[src/rtl/rhs_pkg.sv]
// rhs_pkg: RHS command encoding and the channel tag carried alongside pipelined results
package rhs_pkg;
  localparam logic [1:0] RHS_CMD_CONVERT = 2'b00;
  localparam int RHS_PIPE_DEPTH = 2;
  typedef struct packed {
    logic       valid;
    logic [5:0] ch;
  } rhs_tag_t;
  function automatic logic [31:0] rhs_convert(input logic [5:0] ch);
    return {RHS_CMD_CONVERT, 8'h00, ch, 16'h0000};
  endfunction
endpackage

[src/rtl/rhs_tag_pipe.sv]
// rhs_tag_pipe: DEPTH-deep tag shift register; one strobe pushes the new tag and exposes the oldest
module rhs_tag_pipe
  import rhs_pkg::*;
#(
  parameter int DEPTH = RHS_PIPE_DEPTH
) (
  input  logic     clk,
  input  logic     rst,
  input  logic     strobe,
  input  rhs_tag_t din,
  output rhs_tag_t dout
);
  rhs_tag_t pipe [DEPTH];
  always_ff @(posedge clk) begin
    if (rst) begin
      for (int i = 0; i < DEPTH; i++) pipe[i] <= '0;
    end else if (strobe) begin
      pipe[0] <= din;
      for (int i = 1; i < DEPTH; i++) pipe[i] <= pipe[i-1];
    end
  end
  assign dout = pipe[DEPTH-1];
endmodule

[src/rtl/rhs_convert_sequencer.sv]
// rhs_convert_sequencer: per-frame CONVERT scheduler with channel tagging and config insertion
module rhs_convert_sequencer
  import rhs_pkg::*;
#(
  parameter int N_CH       = 16,
  parameter int PIPE_DEPTH = RHS_PIPE_DEPTH,
  parameter int CH_W       = 5
) (
  input  logic            clk,
  input  logic            rst,
  input  logic            enable,
  input  logic            frame_tick,
  input  logic            cfg_valid,
  input  logic [31:0]     cfg_data,
  output logic            cfg_ready,
  output logic            spi_start,
  output logic [31:0]     spi_cmd,
  input  logic            spi_busy,
  input  logic            spi_rx_valid,
  input  logic [31:0]     spi_rx,
  output logic            sample_valid,
  output logic [CH_W-1:0] sample_ch,
  output logic [15:0]     sample_data,
  output logic            frame_done,
  output logic            overrun
);
  localparam int N_CMD = N_CH + PIPE_DEPTH;
  localparam int K_W = $clog2(N_CMD);
  localparam logic [K_W-1:0] K_NCH = K_W'(N_CH);
  localparam logic [K_W-1:0] K_LAST = K_W'(N_CMD - 1);
  typedef enum logic [2:0] {IDLE, CFG_ISSUE, CFG_WAIT, CONV_ISSUE, CONV_WAIT} state_t;
  state_t         state;
  logic [K_W-1:0] k;
  logic           tick_pend;
  logic           conv;
  logic           start_frame;
  logic           rx_take;
  logic           unused_rx;
  rhs_tag_t       tag_in;
  rhs_tag_t       tag_out;
  always_comb begin
    conv = state == CONV_ISSUE || state == CONV_WAIT;
    start_frame = state == IDLE && enable && (tick_pend || frame_tick);
    rx_take = state == CONV_WAIT && spi_rx_valid;
    tag_in = {k < K_NCH, 6'(k)};
  end
  assign unused_rx = ^spi_rx[31:16];
  // the tag of response k is pushed while the tag of command k-PIPE_DEPTH falls out
  rhs_tag_pipe #(.DEPTH(PIPE_DEPTH)) u_tags (
    .clk   (clk),
    .rst   (rst),
    .strobe(rx_take),
    .din   (tag_in),
    .dout  (tag_out)
  );
  always_ff @(posedge clk) begin
    if (rst) begin
      state        <= IDLE;
      k            <= '0;
      tick_pend    <= 1'b0;
      overrun      <= 1'b0;
      cfg_ready    <= 1'b0;
      spi_start    <= 1'b0;
      spi_cmd      <= '0;
      sample_valid <= 1'b0;
      sample_ch    <= '0;
      sample_data  <= '0;
      frame_done   <= 1'b0;
    end else begin
      spi_start    <= 1'b0;
      cfg_ready    <= 1'b0;
      sample_valid <= 1'b0;
      frame_done   <= 1'b0;
      tick_pend    <= start_frame ? 1'b0 : tick_pend | (frame_tick & ~conv);
      overrun      <= overrun | (frame_tick & (conv | tick_pend));
      case (state)
        IDLE: begin
          if (start_frame) begin
            state <= CONV_ISSUE;
            k     <= '0;
          end else if (cfg_valid) begin
            state <= CFG_ISSUE;
          end
        end
        CFG_ISSUE: begin
          if (!spi_busy) begin
            spi_cmd   <= cfg_data;
            spi_start <= 1'b1;
            cfg_ready <= 1'b1;
            state     <= CFG_WAIT;
          end
        end
        CFG_WAIT: state <= spi_rx_valid ? IDLE : CFG_WAIT;
        CONV_ISSUE: begin
          if (!spi_busy) begin
            spi_cmd   <= rhs_convert(tag_in.valid ? tag_in.ch : 6'd0);
            spi_start <= 1'b1;
            state     <= CONV_WAIT;
          end
        end
        CONV_WAIT: begin
          if (spi_rx_valid) begin
            sample_valid <= tag_out.valid;
            sample_ch    <= CH_W'(tag_out.ch);
            sample_data  <= spi_rx[15:0];
            if (k == K_LAST) begin
              frame_done <= 1'b1;
              state      <= IDLE;
            end else begin
              k     <= k + 1'b1;
              state <= CONV_ISSUE;
            end
          end
        end
        default: state <= IDLE;
      endcase
    end
  end
endmodule

[config.mk]
export PLATFORM = sky130hd
export DESIGN_NAME = rhs_convert_sequencer
export DESIGN_NICKNAME = d
export VERILOG_FILES = /design/src/rtl/rhs_pkg.sv /design/src/rtl/rhs_tag_pipe.sv /design/src/rtl/rhs_convert_sequencer.sv
export SDC_FILE = /design/constraint.sdc
export NUM_CORES = 1
export LEC_CHECK = 0
export ABC_CLOCK_PERIOD_IN_PS = 2000
export CAP_MARGIN = 10
export CORE_AREA = 2 2 88 90
export CTS_BUF_LIST = sky130_fd_sc_hd__clkbuf_4 sky130_fd_sc_hd__clkbuf_8 sky130_fd_sc_hd__clkbuf_16
export DETAILED_ROUTE_END_ITERATION = 10
export DIE_AREA = 0 0 90 92
export PLACE_DENSITY = 0.88
export REMOVE_ABC_BUFFERS = 1
export SKIP_CTS_REPAIR_TIMING = 1
export SYNTH_ARGS = -nofsm -noshare
export SYNTH_HDL_FRONTEND = slang
export SYNTH_SLANG_ARGS = --single-unit
export TNS_END_PERCENT = 1
[constraint.sdc]
create_clock -name clk -period 2 [get_ports clk]
set_input_delay 0.4 -clock clk [delete_from_list [all_inputs] [get_ports clk]]
set_output_delay 0.4 -clock clk [all_outputs]
set_load 0.03 [all_outputs]
* Word level (Yosys, flattened, before mapping) *
Memories as Yosys holds them, arrays and structs flattened.
Cells that the tools add are included.

storage, ports and cells
  memories = 1
  bits in writable memories = 14
  output and inout bits = 58
  bits in registers = 67
  input port bits = 71
  word-level logic and storage cells = 79

operators by class
  bitwise gates (word level) = 12
  reductions and logical operators = 17
  muxes and demuxes = 25
  $add $sub $neg = 1
  equality and inequality tests = 11
  order comparisons = 1

memory list
  name         depth  bits a word  rd ports  clocked after memory_dff  wr ports  line                source
  u_tags.pipe  2      7            2         0                         2         rhs_tag_pipe.sv:13  rhs_tag_t pipe [DEPTH];

operators with widths
  kind                 number
  $mux 32              2
  $pmux 32 s2          1
  $mux 5               4
  $mux 3               5
  $pmux 3 s5           1
  $mux 7               2
  $ne 2x2->1 const B   5
  $pmux 5 s2           1
  $reduce_and 4->1     2
  $reduce_or 2->1      4
  $mux 1               7
  $eq 3x2->1 const B   2
  $add 5x1->5 const B  1
  $eq 5x5->1 const B   1
  $lt 5x5->1 const B   1
  $not 1->1            5
  $or 1x1->1           5
  $mux 2               2
  $reduce_bool 2->1    2
  $eq 3x1->1 const B   1
  $eq 3x3->1 const B   1
  $logic_and 1x1->1    3
  $logic_not 3->1      1
  $ne 3x3->1 const B   1
  5 further kinds      7

* Logic depth before layout (Yosys ltp) *
  depth in word-level cells = 6
  depth in mapped cells = 7
  mapped depth without buffers = 6

* Cells and area by module *
From an unflattened synthesis, not the netlist that was laid out.

second synthesis, totals
  cells, all modules = 297
  area, all modules = 3072.9 µm²

modules (own cells, without submodules)
  module                 instances  cells each  area an instance (µm²)
  rhs_convert_sequencer  1          259         2443.6
  rhs_tag_pipe           1          38          629.4

* Worst setup path after synthesis *
Ideal clock, no wire load.

  kind = register -> register
  start point = reg state[0]
  end point = mem u_tags.pipe[0][0] (netlist bit) (enable)
  arrival = 1.174 ns
  cell stages (with the launch flop) = 5
  data required time = 1.650 ns
  period minus slack after synthesis = 1.524 ns
  setup slack = 0.476 ns
  setup time = 0.350 ns
  path buffers = 2
  cell sequence = dfxtp_1 buf_6 nand4bb_1 clkbuf_1 nand2_1

RTL lines
  element                 line                         source
  start, declared         rhs_convert_sequencer.sv:32  state_t state;
  start signal, assigned  rhs_convert_sequencer.sv:93  CFG_WAIT: state <= spi_rx_valid ? IDLE : CFG_WAIT;
  end, declared           rhs_tag_pipe.sv:13

* Worst setup path in the final report *
  start point = reg spi_cmd[25]
  end point = out spi_cmd[25]

RTL lines
  element                 line                         source
  start, declared         rhs_convert_sequencer.sv:17  output logic [31:0] spi_cmd,
  start signal, assigned  rhs_convert_sequencer.sv:87  spi_cmd <= cfg_data;
  start signal, assigned  rhs_convert_sequencer.sv:96  spi_cmd <= rhs_convert(tag_in.valid ? tag_in.ch : 6'd0);

No word-level cell between the ends.

==> summary.txt <==
Part of the cycle the worst path needs -> 88.3%
Most frequent cell after synthesis -> nand2_1
Slew @ Worst Pin -> 0.533 ns
Diodes inserted -> 0
Drt initial violations -> 105
Reg2reg setup slack -> 0.29 ns
Area Growth Syn to Fin -> 45.5%
Clk_lat worst skew -> 0.34 ns
Crit path time final -> 1.77 ns
Worst R2R Start -> state[0]
Die area -> 8280 sq um
DRC violation count after routing -> 0
Proportion of layout cells with a drive suffix above 1 -> 7.14%
Max cap viols -> 0
Final WL -> 7.79 mm
Worst hold path endpoint -> spi_cmd[15]
Cell family with most CP delay -> buffers and inverters
Clk_skew -> 0.00844 ns
Crit. Startpoint -> spi_cmd[25]
Most used DFF post-synth -> dfxtp_1
Largest net degree at the start of global routing -> 39
CTS tree -> done
Worst Setup Path Type -> reg -> out
Hold Path Depth -> 2
Synth area leader -> dfxtp_1
Max FO, Critical Path -> 2
Hold Crit Start -> spi_cmd[15]
Pwr/cell area -> 785 nW/um^2
Worst vdd rail ir drop -> 0.452 mV
Die height -> 92 um
Crit-path slowest cell -> clkdlybuf4s50_1
Ranking of synthesized cells by area -> dfxtp_1, edfxtp_1, a21oi_1
Seq/Total Area, Yosys -> 54.8%
Row cnt -> 32
Post-synth ARST share -> 0%
Yosys reg bits -> 79
RSZ-0062 raised after global routing -> false
Crit. End Element -> output port
Critical path required time -> 1.60 ns
Buffers on Ports -> 112
P_leak -> 1.55 nW
TritonCTS Buffers -> 9
Worst endpoint data arrival time -> 1.37 ns
Worst-path clk slew -> 0.08 ns
Ys Warns -> 0
Synth cell count leaders -> nand2_1, dfxtp_1, a21oi_1
Clock sinks -> 79
CP startpoint kind -> flop
Die X -> 90 um
Placed cell area -> 4340 sq um
Reg2reg end -> spi_cmd[3]
Post-synth top area share -> 43.2%
Root Driver -> clkbuf_8
CP max stage delay -> 0.67 ns
Routed wire per std cell -> 13.8 um
Starting Density -> 41.7%
Final ANT Viol Nets -> 0
Final hold violation count -> 0
CP bufs+invs -> 1
First-pass GRT wire length -> 12.6 mm
Max transition margin -> 64.0%
GR Overflow Total -> 0
Filler instances -> 654
Finished layout cell area -> 4520 sq um
Via count -> 2859
IO Pins -> 129
HPWL Detailed -> 5.55 mm
Worst reg-to-reg path cell count -> 5
CTS Buffer Depth -> 2
Vias per cell -> 5.07
Total chip power -> 3.55 mW
Initial antenna violation count -> 0
Worst-path cell chain -> clkdlybuf4s50_1
Drt pass-1 iters -> 4
Fmax -> 0.566 GHz
Util after Layout -> 60.7%
Number of synthesized flops with an enable pin -> 12
Slack of the critical path -> 0.233 ns
Status -> finished, final reports clean
GR Util All Layers -> 18.6%
Core Box Area -> 7450 sq um
Gpl congestion -> 0.843
Synth Area per Inst -> 8.85 sq um
Fin. max-slew vios -> 0
Synth Cell Area -> 3110 sq um
CTS H-tree depth -> 3
Synth cell types -> 33
Class of the worst hold path -> reg -> reg
Pre-CTS setup slack -> 0.0457 ns
Vias in the first global route -> 2747
Nets -> 530
Post-Synthesis Cells -> 351
Final setup viols -> 0
==> through the flow <==
stage / TNS [ns] / hold WS, ns / cells
finish: 0 / 0.452 / 564
global route: 0 / 0.470 / 564
CTS: 0 / 0.457 / 564
detailed placement: 0 / 0.446 / 548
global placement: 0 / 0.437 / 548
floorplan: -9.55 / 0.451 / 321
==> area by class of cell <==
type | count | area [sq um] | area share (%)
sequential | 79 | 1700 | 37.7
multi-input combinational | 237 | 1260 | 27.9
timing repair buffer | 125 | 1230 | 27.1
clock buffer | 13 | 160 | 3.54
tap | 102 | 128 | 2.82
clock inverter | 3 | 21.3 | 0.471
inverter | 5 | 18.8 | 0.415
==> routing by layer <==
metal  part of all wire (%)  wire length [um]  vias to the layer above  global-route usage [%]
li1                       -                 -                     1413                       -
met1                     43              3380                     1334                    22.1
met2                     49              3840                      102                    32.1
met3                    5.8               449                       10                    5.83
met4                    1.5               118                        0                    6.03
met5                      0                 0                        -                       0
==> how the worst max path moves through the flow <==
stage / end / depth (start not counted)
after floorplan: u_tags.pipe[0][0] / 2
after global placement: k[2] / 5
after detailed placement: k[2] / 5
after CTS: sample_ch[0] / 1
after global routing: spi_cmd[9] / 5
final: spi_cmd[25] / 1
==> power breakdown <==
part	internal (mW)	total (mW)	switching, mW
Sequential	1.69	1.74	0.0528
Combinational	0.345	0.724	0.379
Clock	0.528	1.08	0.557
==> cells by family after synthesis <==
logic type                 count (synthesis)  synth area share, %
and+or+nand+nor                          151                 24.9
AOI/OAI and AO/OA                         84                 14.8
DFF                                       79                 54.8
buffers and inverters                     35                 4.63
adders and majority gates                  2                0.806
==> placed cells by master, fill, tap and decap left out, types with 3 or more instances in the layout <==
| master | netlist | routed |
|---|---|---|
| a21oi_1 | 63 | 63 |
| nor3_1 | 10 | 10 |
| inv_1 | 5 | 5 |
| o211ai_1 | 4 | 4 |
| clkbuf_8 | 0 | 10 |
| a211oi_1 | 3 | 3 |
| o21ai_0 | 7 | 7 |
| and3_1 | 9 | 9 |
| clkbuf_4 | 0 | 3 |
| nand2_1 | 77 | 77 |
| nor2_1 | 12 | 12 |
| edfxtp_1 | 12 | 12 |
| buf_4 | 0 | 12 |
| dfxtp_1 | 67 | 67 |
| clkdlybuf4s50_1 | 0 | 111 |
| nand3b_1 | 28 | 28 |
==> flip-flops by register name, indices dropped and copies added (netlist names) <==
register      cells
frame_done        1
spi_start         1
k                 5
sample_valid      1
overrun           1
spi_cmd          32
sample_ch         5
cfg_ready         1
state             3
tick_pend         1
u_tags.pipe      12
sample_data      16
No activity file was read; power rests on OpenSTA's default activity.
